===== config.mk =====
export PLATFORM = sky130hd
export DESIGN_NAME = lc3_mem_sequencer
export DESIGN_NICKNAME = d
export VERILOG_FILES = /design/src/rtl/lc3_mem_pkg.sv /design/src/rtl/lc3_rr_arb2.sv /design/src/rtl/lc3_mem_sequencer.sv
export SDC_FILE = /design/constraint.sdc
export NUM_CORES = 1
export LEC_CHECK = 0
export CELL_PAD_IN_SITES_DETAIL_PLACEMENT = 1
export CELL_PAD_IN_SITES_GLOBAL_PLACEMENT = 2
export CORE_ASPECT_RATIO = 0.5
export CORE_MARGIN = 10
export CORE_UTILIZATION = 31
export CTS_CLUSTER_DIAMETER = 40
export DETAILED_ROUTE_END_ITERATION = 16
export GPL_TIMING_DRIVEN = 0
export PLACE_DENSITY = 0.93
export SLEW_MARGIN = 20
export SYNTH_ARGS = -nofsm -noshare
export SYNTH_HDL_FRONTEND = slang
export SYNTH_SLANG_ARGS = --single-unit

===== constraint.sdc =====
create_clock -name clk -period 4.95 [get_ports clk]
set_input_delay 0.99 -clock clk [delete_from_list [all_inputs] [get_ports clk]]
set_output_delay 0.99 -clock clk [all_outputs]
set_load 0.05 [all_outputs]

===== src/rtl/lc3_mem_pkg.sv =====
// rtl/lc3_mem_pkg.sv - shared types and constants for the LC3 memory sequencer
package lc3_mem_pkg;

  typedef enum logic [2:0] {
    ST_IDLE,
    ST_ADDR,
    ST_WDATA,
    ST_ACCESS,
    ST_CAPTURE,
    ST_DONE
  } state_e;

  localparam logic RW_READ   = 1'b0;
  localparam logic RW_WRITE  = 1'b1;

  localparam logic REQ_FETCH = 1'b0;
  localparam logic REQ_DATA  = 1'b1;

  localparam int unsigned DEFAULT_TIMEOUT_CYCLES = 64;

endpackage


===== src/rtl/lc3_rr_arb2.sv =====
// rtl/lc3_rr_arb2.sv - two-way round-robin arbiter between fetch and data ports
module lc3_rr_arb2
  import lc3_mem_pkg::*;
(
  input  logic       clk,
  input  logic       rst_n,
  input  logic       req_fetch,
  input  logic       req_data,
  input  logic       update,
  output logic [1:0] grant,
  output logic       winner_id
);

  logic last_q;
  logic last_d;

  // Starting from "fetch last" hands the first conflict after reset to data.
  always_comb begin
    if (req_fetch && req_data) begin
      winner_id = (last_q == REQ_FETCH) ? REQ_DATA : REQ_FETCH;
    end else if (req_data) begin
      winner_id = REQ_DATA;
    end else begin
      winner_id = REQ_FETCH;
    end
    grant = 2'b00;
    if (req_fetch || req_data) begin
      grant[winner_id] = 1'b1;
    end
    last_d = (update && (req_fetch || req_data)) ? winner_id : last_q;
  end

  always_ff @(posedge clk or negedge rst_n) begin
    if (!rst_n) begin
      last_q <= REQ_FETCH;
    end else begin
      last_q <= last_d;
    end
  end

endmodule


===== src/rtl/lc3_mem_sequencer.sv =====
// rtl/lc3_mem_sequencer.sv - LC3_MIO bus-cycle sequencer for fetch and load/store ports
module lc3_mem_sequencer
  import lc3_mem_pkg::*;
#(
  parameter int unsigned TIMEOUT_CYCLES = DEFAULT_TIMEOUT_CYCLES
) (
  input  logic        clk,
  input  logic        reset,
  input  logic        fetch_req,
  input  logic [15:0] fetch_addr,
  output logic        fetch_ack,
  input  logic        data_req,
  input  logic        data_we,
  input  logic [15:0] data_addr,
  input  logic [15:0] data_wdata,
  output logic        data_ack,
  output logic        err,
  output logic [15:0] rdata,
  output logic        busy,
  output logic [15:0] mio_databus,
  output logic        mio_en,
  output logic        mio_r_w,
  output logic        mio_ld_mar,
  output logic        mio_ld_mdr,
  output logic        mio_gate_mdr,
  input  logic [15:0] mio_mdr,
  input  logic        mio_r
);

  localparam logic [7:0] ACCESS_LIMIT = 8'(TIMEOUT_CYCLES);

  state_e      state_q, state_d;
  logic [15:0] addr_q, addr_d;
  logic [15:0] wdata_q, wdata_d;
  logic [15:0] rdata_q, rdata_d;
  logic [7:0]  cnt_q, cnt_d;
  logic        we_q, we_d;
  logic        id_q, id_d;
  logic        err_q, err_d;

  logic [1:0]  arb_grant;
  logic        arb_winner;
  logic        arb_update;
  logic        timeout;

  assign arb_update = (state_q == ST_IDLE) && (fetch_req || data_req);
  // cnt_q holds the ACCESS cycles already spent, so the abort lands on cycle TIMEOUT_CYCLES+1.
  assign timeout    = (cnt_q == ACCESS_LIMIT);

  lc3_rr_arb2 u_arb (
    .clk       (clk),
    .rst_n     (reset),
    .req_fetch (fetch_req),
    .req_data  (data_req),
    .update    (arb_update),
    .grant     (arb_grant),
    .winner_id (arb_winner)
  );

  always_ff @(posedge clk or negedge reset) begin
    if (!reset) begin
      state_q <= ST_IDLE;
    end else begin
      state_q <= state_d;
    end
  end

  always_comb begin
    state_d = state_q;
    case (state_q)
      ST_IDLE:    if (fetch_req || data_req) state_d = ST_ADDR;
      ST_ADDR:    state_d = (we_q == RW_WRITE) ? ST_WDATA : ST_ACCESS;
      ST_WDATA:   state_d = ST_ACCESS;
      ST_ACCESS: begin
        if (mio_r) begin
          state_d = (we_q == RW_WRITE) ? ST_DONE : ST_CAPTURE;
        end else if (timeout) begin
          state_d = ST_DONE;
        end
      end
      ST_CAPTURE: state_d = ST_DONE;
      ST_DONE:    state_d = ST_IDLE;
      default:    state_d = ST_IDLE;
    endcase
  end

  always_comb begin
    fetch_ack    = 1'b0;
    data_ack     = 1'b0;
    err          = 1'b0;
    busy         = (state_q != ST_IDLE);
    mio_databus  = 16'h0000;
    mio_en       = 1'b0;
    mio_r_w      = RW_READ;
    mio_ld_mar   = 1'b0;
    mio_ld_mdr   = 1'b0;
    mio_gate_mdr = 1'b0;
    case (state_q)
      ST_ADDR: begin
        mio_databus = addr_q;
        mio_ld_mar  = 1'b1;
      end
      ST_WDATA: begin
        mio_databus = wdata_q;
        mio_ld_mdr  = 1'b1;
      end
      ST_ACCESS: begin
        mio_en     = 1'b1;
        mio_r_w    = (we_q == RW_WRITE) ? RW_WRITE : RW_READ;
        mio_ld_mdr = (we_q == RW_READ);
      end
      ST_CAPTURE: mio_gate_mdr = 1'b1;
      ST_DONE: begin
        fetch_ack = (id_q == REQ_FETCH);
        data_ack  = (id_q == REQ_DATA);
        err       = err_q;
      end
      default: ;
    endcase
  end

  assign rdata = rdata_q;

  always_comb begin
    addr_d  = addr_q;
    wdata_d = wdata_q;
    rdata_d = rdata_q;
    cnt_d   = cnt_q;
    we_d    = we_q;
    id_d    = id_q;
    err_d   = err_q;
    case (state_q)
      ST_IDLE: begin
        if (arb_update) begin
          id_d    = arb_winner;
          addr_d  = arb_grant[REQ_DATA] ? data_addr : fetch_addr;
          we_d    = arb_grant[REQ_DATA] ? data_we : RW_READ;
          wdata_d = data_wdata;
          err_d   = 1'b0;
        end
      end
      ST_ADDR, ST_WDATA: cnt_d = 8'd0;
      ST_ACCESS: begin
        cnt_d = cnt_q + 8'd1;
        if (!mio_r && timeout) err_d = 1'b1;
      end
      ST_CAPTURE: rdata_d = mio_mdr;
      default: ;
    endcase
  end

  always_ff @(posedge clk or negedge reset) begin
    if (!reset) begin
      addr_q  <= 16'h0000;
      wdata_q <= 16'h0000;
      rdata_q <= 16'h0000;
      cnt_q   <= 8'd0;
      we_q    <= RW_READ;
      id_q    <= REQ_FETCH;
      err_q   <= 1'b0;
    end else begin
      addr_q  <= addr_d;
      wdata_q <= wdata_d;
      rdata_q <= rdata_d;
      cnt_q   <= cnt_d;
      we_q    <= we_d;
      id_q    <= id_d;
      err_q   <= err_d;
    end
  end

endmodule

# After elaboration in Yosys (flattened, before gate mapping)
# Cells that the tools add are included.
# Widths: inputs -> output; s select.
[totals]
reg_bits = 63
latchBits = 0
ramBits = 0
mem_bits_ro = 0
n_memories = 0
[classes]
addsub = 1
n_mul = 0
div = 0
magnitude_cmp = 2
n_eq_ne = 10
n_shift = 0
muxes = 28
bitwise = 2
reduce_logical = 15
[op_table]
columns = ["cell", "n"]
rows = [
  ["$pmux 16 s2", 1],
  ["$mux 1", 17],
  ["$mux 16", 1],
  ["$pmux 8 s2", 1],
  ["$pmux 3 s5", 1],
  ["$mux 3", 3],
  ["$add 8x1->8 const B", 1],
  ["$eq 8x7->1 const B", 1],
  ["$eq 3x2->1 const B", 2],
  ["$eq 3x3->1 const B", 2],
  ["$logic_and 1x1->1", 5],
  ["$ne 2x1->1 const B", 2],
  ["$pmux 1 s2", 2],
  ["$reduce_and 2->1", 2],
  ["$reduce_bool 2->1", 2],
  ["$eq 3x1->1 const B", 1],
  ["$logic_not 3->1", 1],
  ["$ne 3x3->1 const B", 1],
  ["$reduce_and 3->1", 1],
  ["$reduce_bool 3->1", 1],
  ["$lt 1x2->1 const B", 1],
  ["$mux 2", 1],
  ["$ne 2x2->1 const B", 1],
  ["$not 1->1", 2],
  ["other kinds (5)", 5],
]

# Logic depth before layout (Yosys ltp)
# Gate-level depths: netlist of the first run.
[depth]
ltp_word = 8
ltp_mapped = 6

# By module
# From an unflattened synthesis of the first run, not the netlist that was laid out.
[hier_totals]
cells_unflattened = 229
area_unflattened_um2 = 3010.4
[modules_own_cells]
columns = ["mod", "instances", "cells_each", "area_each_um2"]
rows = [
  ["lc3_mem_sequencer", 1, 222, 2947.8],
  ["lc3_rr_arb2", 1, 7, 62.6],
]

# Least setup slack after synthesis of the first run
# OpenSTA, ideal clock, no wires.
[synth_timing]
path_type = "reg-to-output"
from = "reg state_q[1]"
to = "out fetch_ack"
t_arrival_ps = 2229
slack_ps = 1731
stages_incl_launch_ff = 3
cell_sequence = "dfrtp_1 > buf_2 > nor4b_1"
[synth_between]
elab_chain_len = 2
[synth_rtl]
columns = ["item", "line_no", "rtl"]
rows = [
  ["start, declared", "lc3_mem_sequencer.sv:32", "state_e state_q, state_d;"],
  ["start signal, assigned", "lc3_mem_sequencer.sv:64", "state_q <= state_d;"],
  ["$eq 3x3->1", "lc3_mem_sequencer.sv:98", "case (state_q)"],
  ["$mux 1", "lc3_mem_sequencer.sv:98", ""],
  ["end, declared", "lc3_mem_sequencer.sv:11", "output logic fetch_ack,"],
]
# Every way passes these cells.

# Worst setup path in the final report of the first run
[layout_timing]
from = "reg state_q[1]"
to = "out mio_databus[4]"
[layout_between]
elab_chain_len = 2
[layout_rtl]
columns = ["item", "line_no", "rtl"]
rows = [
  ["$eq 3x2->1 or $eq 3x1->1 (tied branches)", "lc3_mem_sequencer.sv:98", ""],
  ["$pmux 16 s2 (*)", "lc3_mem_sequencer.sv:98", ""],
  ["end, declared", "lc3_mem_sequencer.sv:20", "output logic [15:0] mio_databus,"],
]
# Mark *: on every way between the ends. The rest lies on a longest branch, timed or not.

==> qor.yml, run 1 <==
initial_core_util_pct: 32.3
globalRouteTotalUtil_pct: 13.5
sequentialPowerShare_pct: 26.8
synth_top_cells_by_count: "dfrtp_1, mux2_2, mux2_4"
clk_latency_ns: 0.33
grt_max_degree: 41
ys_seq_area_share_pct: 50.1
synth_top_family_by_area: "multiplexers"
cts-root-buf: "clkbuf_16"
setup-violations-final: 0
wl_per_cell_um: 19.9
clkPwrFrac_pct: 17.3
die_h_um: 90.6
dp_slack_ns: 1.47
synth-xor-area-share_pct: 0.283
worst_pin_slew_ns: 0.667
cts_setup_buffers: 0
syn_inst: 223
synthesis.nets: 295
area_growth_pct: 50.3
end_kind: "output pin"
dieArea_sq_um: 14600
critPathRequiredTime_ns: 3.96
nets: 417
clock_path_buffers: 2
antenna_found_initial: 0
synth_area_sq_um: 3090
totalPowerFinal_mw: 3.29
num_vias: 2310
drtAntennaViolNets: 0
worst_slack_ns: 1.15
syn_avg_cell_area_sq_um: 13.9
synth_compound_area_share_pct: 9.18
synth_flop_cell: "dfrtp_1"
grt_pass1_vias: 2731
detail_route.vias_per_cell: 4.76
ioPinCount: 111
place.port_buffers: 110
crit_fanout: 10
async_reset_ff_share_pct: 100
grt_pass1_wl_um: 15500
hp-class: "flop to flop"
relSlewSlack_pct: 55.4
synth_fa_ha_area_share_pct: 0.809
yosys-top-cells-area: "dfrtp_1, mux2_4, mux2_2, a22o_1, buf_12"
switching_power_mw: 1.42
period_needed_ns: 3.80
finalClockSkew_ns: 0.00221
numCtsBuffers: 9
fin_tns_setup_ns: 0
worstSetupStartpointType: "flop"
hpwl_um: 7380
hold_viol: 0
switching_share_pct: 43.0
remaining_drc_errors: 0
maxCapViolations: 0
fmax_mhz: 263
ir_worst_vdd_mv: 0.232
rsz0062_at_grt: "false"
status: "finished clean"
num_antenna_cells: 0
placed_cell_area_sq_um: 4380
powerDensity_nw_per_um2: 708
slew_violations: 0
yosys.area.top_type: "dfrtp_1"
synthMuxAreaShare_pct: 27.8
critical_path_class: "flop to output pin"
internal_power_mw: 1.88
cts.reportedPaths.clkPinSlew_ns: 0.05
drt-initial-drc-count: 111
timing.hold.ws_ns: 0.509
min_period_over_period_pct: 76.8
cts_sinks: 62
cp.arrival_ns: 2.81
synthSimpleGateAreaFrac_pct: 7.36
synth_most_common_cell: "dfrtp_1"
htree_levels: 3
ctsHoldBuffers: 0
overflow: 0
coreArea_sq_um: 9570
cts_resized: 0
synth-seq-cells: 62
synth_edf_count: 0
synth.distinct_cells: 37
leakagePower_nw: 1.94
drive_above_1_share_pct: 28.3
cts_tree: "built"
die_x_um: 161
place_congestion: 0.800
drt_first_pass_iters: 4
yosysWarnings: 0
wl_um: 9660
synth_top_area_share_pct: 50.1
pwr-share-comb_pct: 55.9
finalInstanceArea_sq_um: 4650
num_rows: 25
==> sequential cells by signal, indices dropped and copies added (netlist names) <==
name and flops:
addr_q 16, wdata_q 16, cnt_q 8, err_q 1
id_q 1, rdata 16, we_q 1, state_q 3
==> per-stage QoR <==
stage / utilization [%] / cells
after floorplan: - / 223
after CTS: 48.6 / 485
after global routing: 48.6 / 485
final: 48.6 / 485
after detailed placement: 45.8 / 469
after global placement: 45.6 / 468
==> cells in the final DEF, fill, tap and decap left out, types with 3 or more instances in the layout <==
cell type        instances
clkbuf_16                9
a22o_1                  17
inv_1                    7
clkinv_2                 3
clkdlybuf4s50_1        109
mux2_4                  29
nand3_1                  5
nor3_1                   3
mux2_2                  36
nand2_1                  9
a21oi_1                  4
buf_12                   4
dfrtp_1                 62
nor2_1                   4
o21ai_0                  6
buf_2                    7
==> final cells by class <==
cell class	count	area (sq um)
Buffer	11	106
Clock buffer	12	246
Tap cell	135	169
Sequential cell	62	1550
Multi-Input combinational cell	142	1410
Inverter	8	30.0
Clock inverter	4	22.5
Fill cell	999	4920
Timing Repair Buffer	111	1120
==> power by group through the flow <==
stage | Combinational, mW | Sequential (mW) | Clock (mW)
after floorplan | 1.08 | 1.06 | 0
after global placement | 1.82 | 0.861 | 0
after detailed placement | 1.86 | 0.884 | 0
after CTS | 1.87 | 0.884 | 0.587
after global routing | 1.94 | 0.913 | 0.612
final | 1.84 | 0.882 | 0.570
==> critical path, cell delays in order (launching register included) <==
cell	delay, ns
dfrtp_1	0.38
buf_2	0.20
nor3b_2	0.54
buf_2	0.35
a22o_1	0.20
clkdlybuf4s50_1	0.81
==> logic make-up (layout without fill, tap and decap cells) <==
kind of cell / after synthesis / count (layout)
simple gates: 35 / 35
compound gates: 37 / 37
xor+xnor: 1 / 1
mux: 67 / 67
buf+inv: 19 / 146
fa+ha+maj: 2 / 2
flops: 62 / 62
==> layer usage <==
metal  vias up  part of all wire (%)  track usage [%]
met5         -                     0                0
met3        15                   3.7             3.55
met1      1178                    39             13.8
li1       1065                     -                -
met4         0                   1.9             5.95
met2        52                    56             25.3
==> path summary, 6_finish.rpt <==
kind                            cells after the start       start  slack (ns)              to
worst max-delay path                                5  state_q[1]        1.15  mio_databus[4]
worst min-delay path                                1    rdata[3]        0.51        rdata[3]
worst min register to register                      1    rdata[3]        0.51        rdata[3]
max in group asynchronous                           2       reset        3.86       addr_q[9]
min in group asynchronous                           1       reset        0.56        cnt_q[2]
worst max register to register                      4        id_q        2.87       addr_q[6]
No activity file was read; power rests on OpenSTA's default activity.
==> inputs of run 2 (changes only) <==
- CORE_UTILIZATION: 31 -> 29
- PLACE_DENSITY: 0.93 -> 0.88
- clock period: 4.95 -> 3.9 ns (I/O delays scaled with it)
==> qor.yml, run 2 (synthesized netlist as in run 1, its figures left out) <==
status: "finished clean"
num_rows: 26  # +4.0%
grt_pass1_vias: 2743  # +0.44%
hpwl_um: 7310  # -1.1%
num_antenna_cells: 0  # unchanged
drt-initial-drc-count: 91  # -18%
slew_violations: 0  # unchanged
nets: 417  # unchanged
cts_sinks: 62  # unchanged
cts_tree: "built"
hp-class: "input port to asynchronous set/reset pin"
maxCapViolations: 0  # unchanged
cts_resized: 0  # unchanged
drive_above_1_share_pct: 28.6  # +0.29 points
num_vias: 2285  # -1.1%
die_h_um: 93.0  # +2.6%
grt_max_degree: 53  # +29%
wl_um: 9690  # +0.34%
cts_setup_buffers: 0  # unchanged
final_util_pct: 45.9  # -2.7 points
reg2reg_from: "id_q"
final-seq-area_sq_um: 1550  # unchanged
coreArea_sq_um: 10300  # +7.7%
area_growth_pct: 52.9
overflow: 0  # unchanged
ctsHoldBuffers: 0  # unchanged
cp.arrival_ns: 2.80  # about the same
clock_path_buffers: 2  # unchanged
wl_per_cell_um: 19.8  # -0.68%
critical_path_class: "flop to output pin"
drt_first_pass_iters: 4  # unchanged
ioPinCount: 111  # unchanged
powerDensity_nw_per_um2: 919  # +30%
worstSetupStartpointType: "flop"
antenna_found_initial: 0  # unchanged
totalPowerFinal_mw: 4.35  # +32%
die_x_um: 166  # +3.0%
finalClockSkew_ns: 0.00579  # +0.00358 ns
worstSetupStartpoint: "state_q[1]"
relSlewSlack_pct: 55.2  # -0.25 points
leakagePower_nw: 1.98  # +1.9%
min_period_over_period_pct: 91.7
remaining_drc_errors: 0  # unchanged
rsz0062_at_grt: "false"
drtAntennaViolNets: 0  # unchanged
initial_core_util_pct: 30.0  # -2.3 points
period_needed_ns: 3.58
numCtsBuffers: 9  # unchanged
crit_fanout: 10  # unchanged
grt_pass1_wl_um: 15500  # -0.14%
mostFrequentLayoutCell: "clkdlybuf4s50_1"
fmax_mhz: 280
multiInputGateArea_sq_um: 1410  # unchanged
fillCellCount: 1074  # +7.5%
dieArea_sq_um: 15500  # +5.7%
hold_viol: 0  # unchanged
cts.reportedPaths.clkPinSlew_ns: 0.05  # about the same
htree_levels: 3  # unchanged
critPathRequiredTime_ns: 3.12  # -0.84 ns
clk_latency_ns: 0.33  # about the same
worst_pin_slew_ns: 0.671  # +0.00382 ns
cts-root-buf: "clkbuf_16"
ir_worst_vdd_mv: 0.392  # +69%
end_kind: "output pin"
fin_tns_setup_ns: 0  # unchanged
detail_route.vias_per_cell: 4.66  # -2.1%
place.port_buffers: 110  # unchanged
mostFrequentLayoutCells: "clkdlybuf4s50_1, dfrtp_1, mux2_2, mux2_4, a22o_1"
place_congestion: 0.747  # -6.7%
setup-violations-final: 0  # unchanged
globalRouteTotalUtil_pct: 12.6  # -0.91 points
-- run 2: cell count changes in the layout (fill, tap and decap cells not counted), sizes merged --
cell and delta:
bufinv +2, clkinv -2, clkbuf +1, clkinvlp -1
-- run 2: stage by stage --
stage	hold WS (ns)	cells	setup WS (ns)	instance area, sq um
2_1_floorplan	0.469	223	0.891	3090
3_3_place_gp	0.491	473	0.00993	4370
3_5_place_dp	0.498	474	0.645	4400
4_1_cts	0.284	490	0.285	4730
5_1_grt	0.275	490	0.170	4730
6_report	0.290	490	0.325	4730
-- run 2: final cells by class --
type / instances / area share (%)
plain buffers: 11 / 2.25
repair buffers: 111 / 23.8
clock inverters: 3 / 1.38
clock buffers: 13 / 5.71
inverters: 8 / 0.635
flip-flops and latches: 62 / 32.8
multi-input cells: 142 / 29.7
well taps: 140 / 3.70
-- run 2: metal layers --
metal / wire [um] / global-route usage (%)
met5: 0 / 0
met1: 3710 / 12.9
met4: 254 / 5.06
met3: 336 / 3.63
met2: 5390 / 23.9
-- run 2: critical path, cell delays in order, from the launching register on --
cell and delay (ns):
dfrtp_1 0.39, buf_2 0.20, nor3b_2 0.51, buf_2 0.37, a22o_1 0.19, clkdlybuf4s50_1 0.81
-- run 2: worst paths after layout --
path / cells past startpoint / end / slack (ns)
max in group asynchronous: 2 / rdata[13] / 3.08
worst min register to register: 1 / rdata[10] / 0.51
min in group clk: 1 / rdata[10] / 0.51
worst max register to register: 4 / addr_q[7] / 1.86
worst max-delay path: 5 / mio_databus[15] / 0.32
worst min-delay path: 1 / wdata_q[15] / 0.29
-- run 2: power by group --
| part | leakage, nW | switching [mW] | total [mW] | internal (mW) |
|---|---|---|---|---|
| logic | 1.05 | 1.33 | 2.34 | 1.01 |
| clock network | 0.166 | 0.275 | 0.885 | 0.610 |
| registers | 0.762 | 0.187 | 1.12 | 0.933 |
| total | 1.98 | 1.80 | 4.35 | 2.55 |
==> inputs of run 3 (changes only) <==
- CORE_UTILIZATION: 29 -> 26
- PLACE_DENSITY: 0.88 -> 0.85
- SYNTH_HIERARCHICAL: not set -> 1
- clock period: 3.9 -> 3 ns (I/O delays scaled with it)
==> qor.yml, run 3 <==
detail_route.vias_per_cell: 4.67  # +0.25%
num_rows: 27  # +3.8%
numCtsBuffers: 9  # unchanged
mostFrequentLayoutCell: "clkdlybuf4s50_1"
syn_inst: 227  # +1.8%
num_antenna_cells: 0  # unchanged
ir_worst_vdd_mv: 0.382  # -2.5%
period_needed_ns: 2.88
finalClockSkew_ns: 0.00576  # -0.0000367 ns
die_h_um: 95.9  # +3.1%
wl_um: 9380  # -3.1%
critPathRequiredTime_ns: 2.40  # -0.72 ns
end_kind: "output pin"
grt_pass1_wl_um: 14800  # -4.3%
hp-class: "input port to asynchronous set/reset pin"
synthesis.nets: 299  # +1.4%
ioPinCount: 111  # unchanged
cts_setup_buffers: 0  # unchanged
remaining_drc_errors: 0  # unchanged
dp_slack_ns: -0.0717  # -0.716 ns
synth_area_sq_um: 3000  # -3.1%
overflow: 0  # unchanged
drtAntennaViolNets: 0  # unchanged
dp_cells: 483  # +1.9%
drt-initial-drc-count: 66  # -27%
drive_above_1_share_pct: 22.1  # -6.5 points
status: "finished clean"
setup-violations-final: 0  # unchanged
hpwl_um: 7330  # +0.39%
initial_core_util_pct: 27.0  # -3.0 points
cts_sinks: 63  # +1.6%
yosysWarnings: 6  # +6
antenna_found_initial: 0  # unchanged
maxCapViolations: 0  # unchanged
cts.reportedPaths.clkPinSlew_ns: 0.05  # about the same
fillCellCount: 1172  # +9.1%
fin_cells: 498  # +1.6%
place.port_buffers: 110  # unchanged
fin_tns_setup_ns: 0  # unchanged
worstSetupStartpointType: "flop"
leakagePower_nw: 2.01  # +1.5%
globalRouteTotalUtil_pct: 11.4  # -1.1 points
mostFrequentLayoutCells: "clkdlybuf4s50_1, dfrtp_1, mux2_2, mux2_1, a22o_1"
syn_avg_cell_area_sq_um: 13.2  # -4.8%
nets: 421  # +0.96%
die_x_um: 172  # +3.5%
clock_path_buffers: 2  # unchanged
dieArea_sq_um: 16500  # +6.7%
min_period_over_period_pct: 96.1
place_congestion: 0.729  # -2.4%
rsz0062_at_grt: "false"
cp.arrival_ns: 2.28  # -0.52 ns
powerDensity_nw_per_um2: 1120  # +22%
wl_per_cell_um: 18.8  # -4.7%
area_growth_pct: 51.5
critical_path_class: "flop to output pin"
clk_latency_ns: 0.33  # about the same
timing.hold.ws_ns: 0.113  # -0.177 ns
crit_fanout: 10  # unchanged
htree_levels: 3  # unchanged
hold_viol: 0  # unchanged
worst_slack_ns: 0.116  # -0.209 ns
coreArea_sq_um: 11100  # +7.8%
worst_pin_slew_ns: 0.690  # +0.0194 ns
grt_pass1_vias: 2685  # -2.1%
drt_first_pass_iters: 4  # unchanged
cts_tree: "built"
grt_max_degree: 54  # +1.9%
cts-root-buf: "clkbuf_16"
slew_violations: 0  # unchanged
reg2regPathDepth: 5  # +1
num_vias: 2328  # +1.9%
fmax_mhz: 347
relSlewSlack_pct: 53.9  # -1.3 points
-- run 3: path summary, 6_finish.rpt --
kind	from	end	slack, ns
worst max register to register	u_arb/last_q	addr_q[6]	0.80
worst min register to register	wdata_q[13]	wdata_q[13]	0.49
min in group clk	wdata_q[13]	wdata_q[13]	0.49
worst min-delay path	reset	cnt_q[6]	0.11
worst max-delay path	state_q[2]	mio_r_w	0.12
max in group asynchronous	reset	err_q	2.38
-- run 3: layer usage --
metal  vias to the layer above  track usage, %  routed length (um)
li1                       1079               -                   -
met1                      1200            11.6                3510
met2                        39            22.7                5360
met3                        10            2.90                 391
met4                         0            3.49                 118
met5                         -               0                   0
-- run 3: worst max-delay path, cell delays in order, from the launching register on --
cell             delay, ns
dfrtp_1               0.40
buf_6                 0.15
nand3b_1              0.38
nor2_1                0.20
clkdlybuf4s50_1       0.82
-- run 3: report_power, final --
part	internal [mW]	switching, mW	total [mW]	leakage [nW]
clock	0.571	0.354	0.925	0.131
sequential	1.23	0.236	1.47	0.773
combinational	1.01	1.70	2.71	1.10
total	2.81	2.29	5.10	2.01
-- run 3: area by class of cell --
type | count | area [sq um] | share of cell area [%]
Buffer | 12 | 87.6 | 1.93
Clock buffer | 11 | 243 | 5.34
Clock inverter | 4 | 22.5 | 0.496
Inverter | 7 | 26.3 | 0.578
Multi-Input combinational cell | 145 | 1320 | 29.0
Sequential cell | 63 | 1580 | 34.7
Tap cell | 145 | 181 | 3.99
Timing Repair Buffer | 111 | 1090 | 24.0
-- run 3: timing repair --
action | 4_1_cts | 5_1_grt
gates resized for setup | 17 | 25
setup endpoints to repair | 19 | 17
endpoints found under the hold margin | 0 | 0
cloned | 0 | 0
hold buffers | 0 | 0
-- run 3: per-stage QoR --
step | utilization (%) | instance area, sq um | power, mW
global route | 40.9 | 4540 | 5.39
global placement | 38.5 | 4280 | 4.20
floorplan | - | 3000 | 3.31
detailed placement | 38.7 | 4310 | 4.31
finish | 40.9 | 4540 | 5.10
CTS | 41.1 | 4570 | 5.21
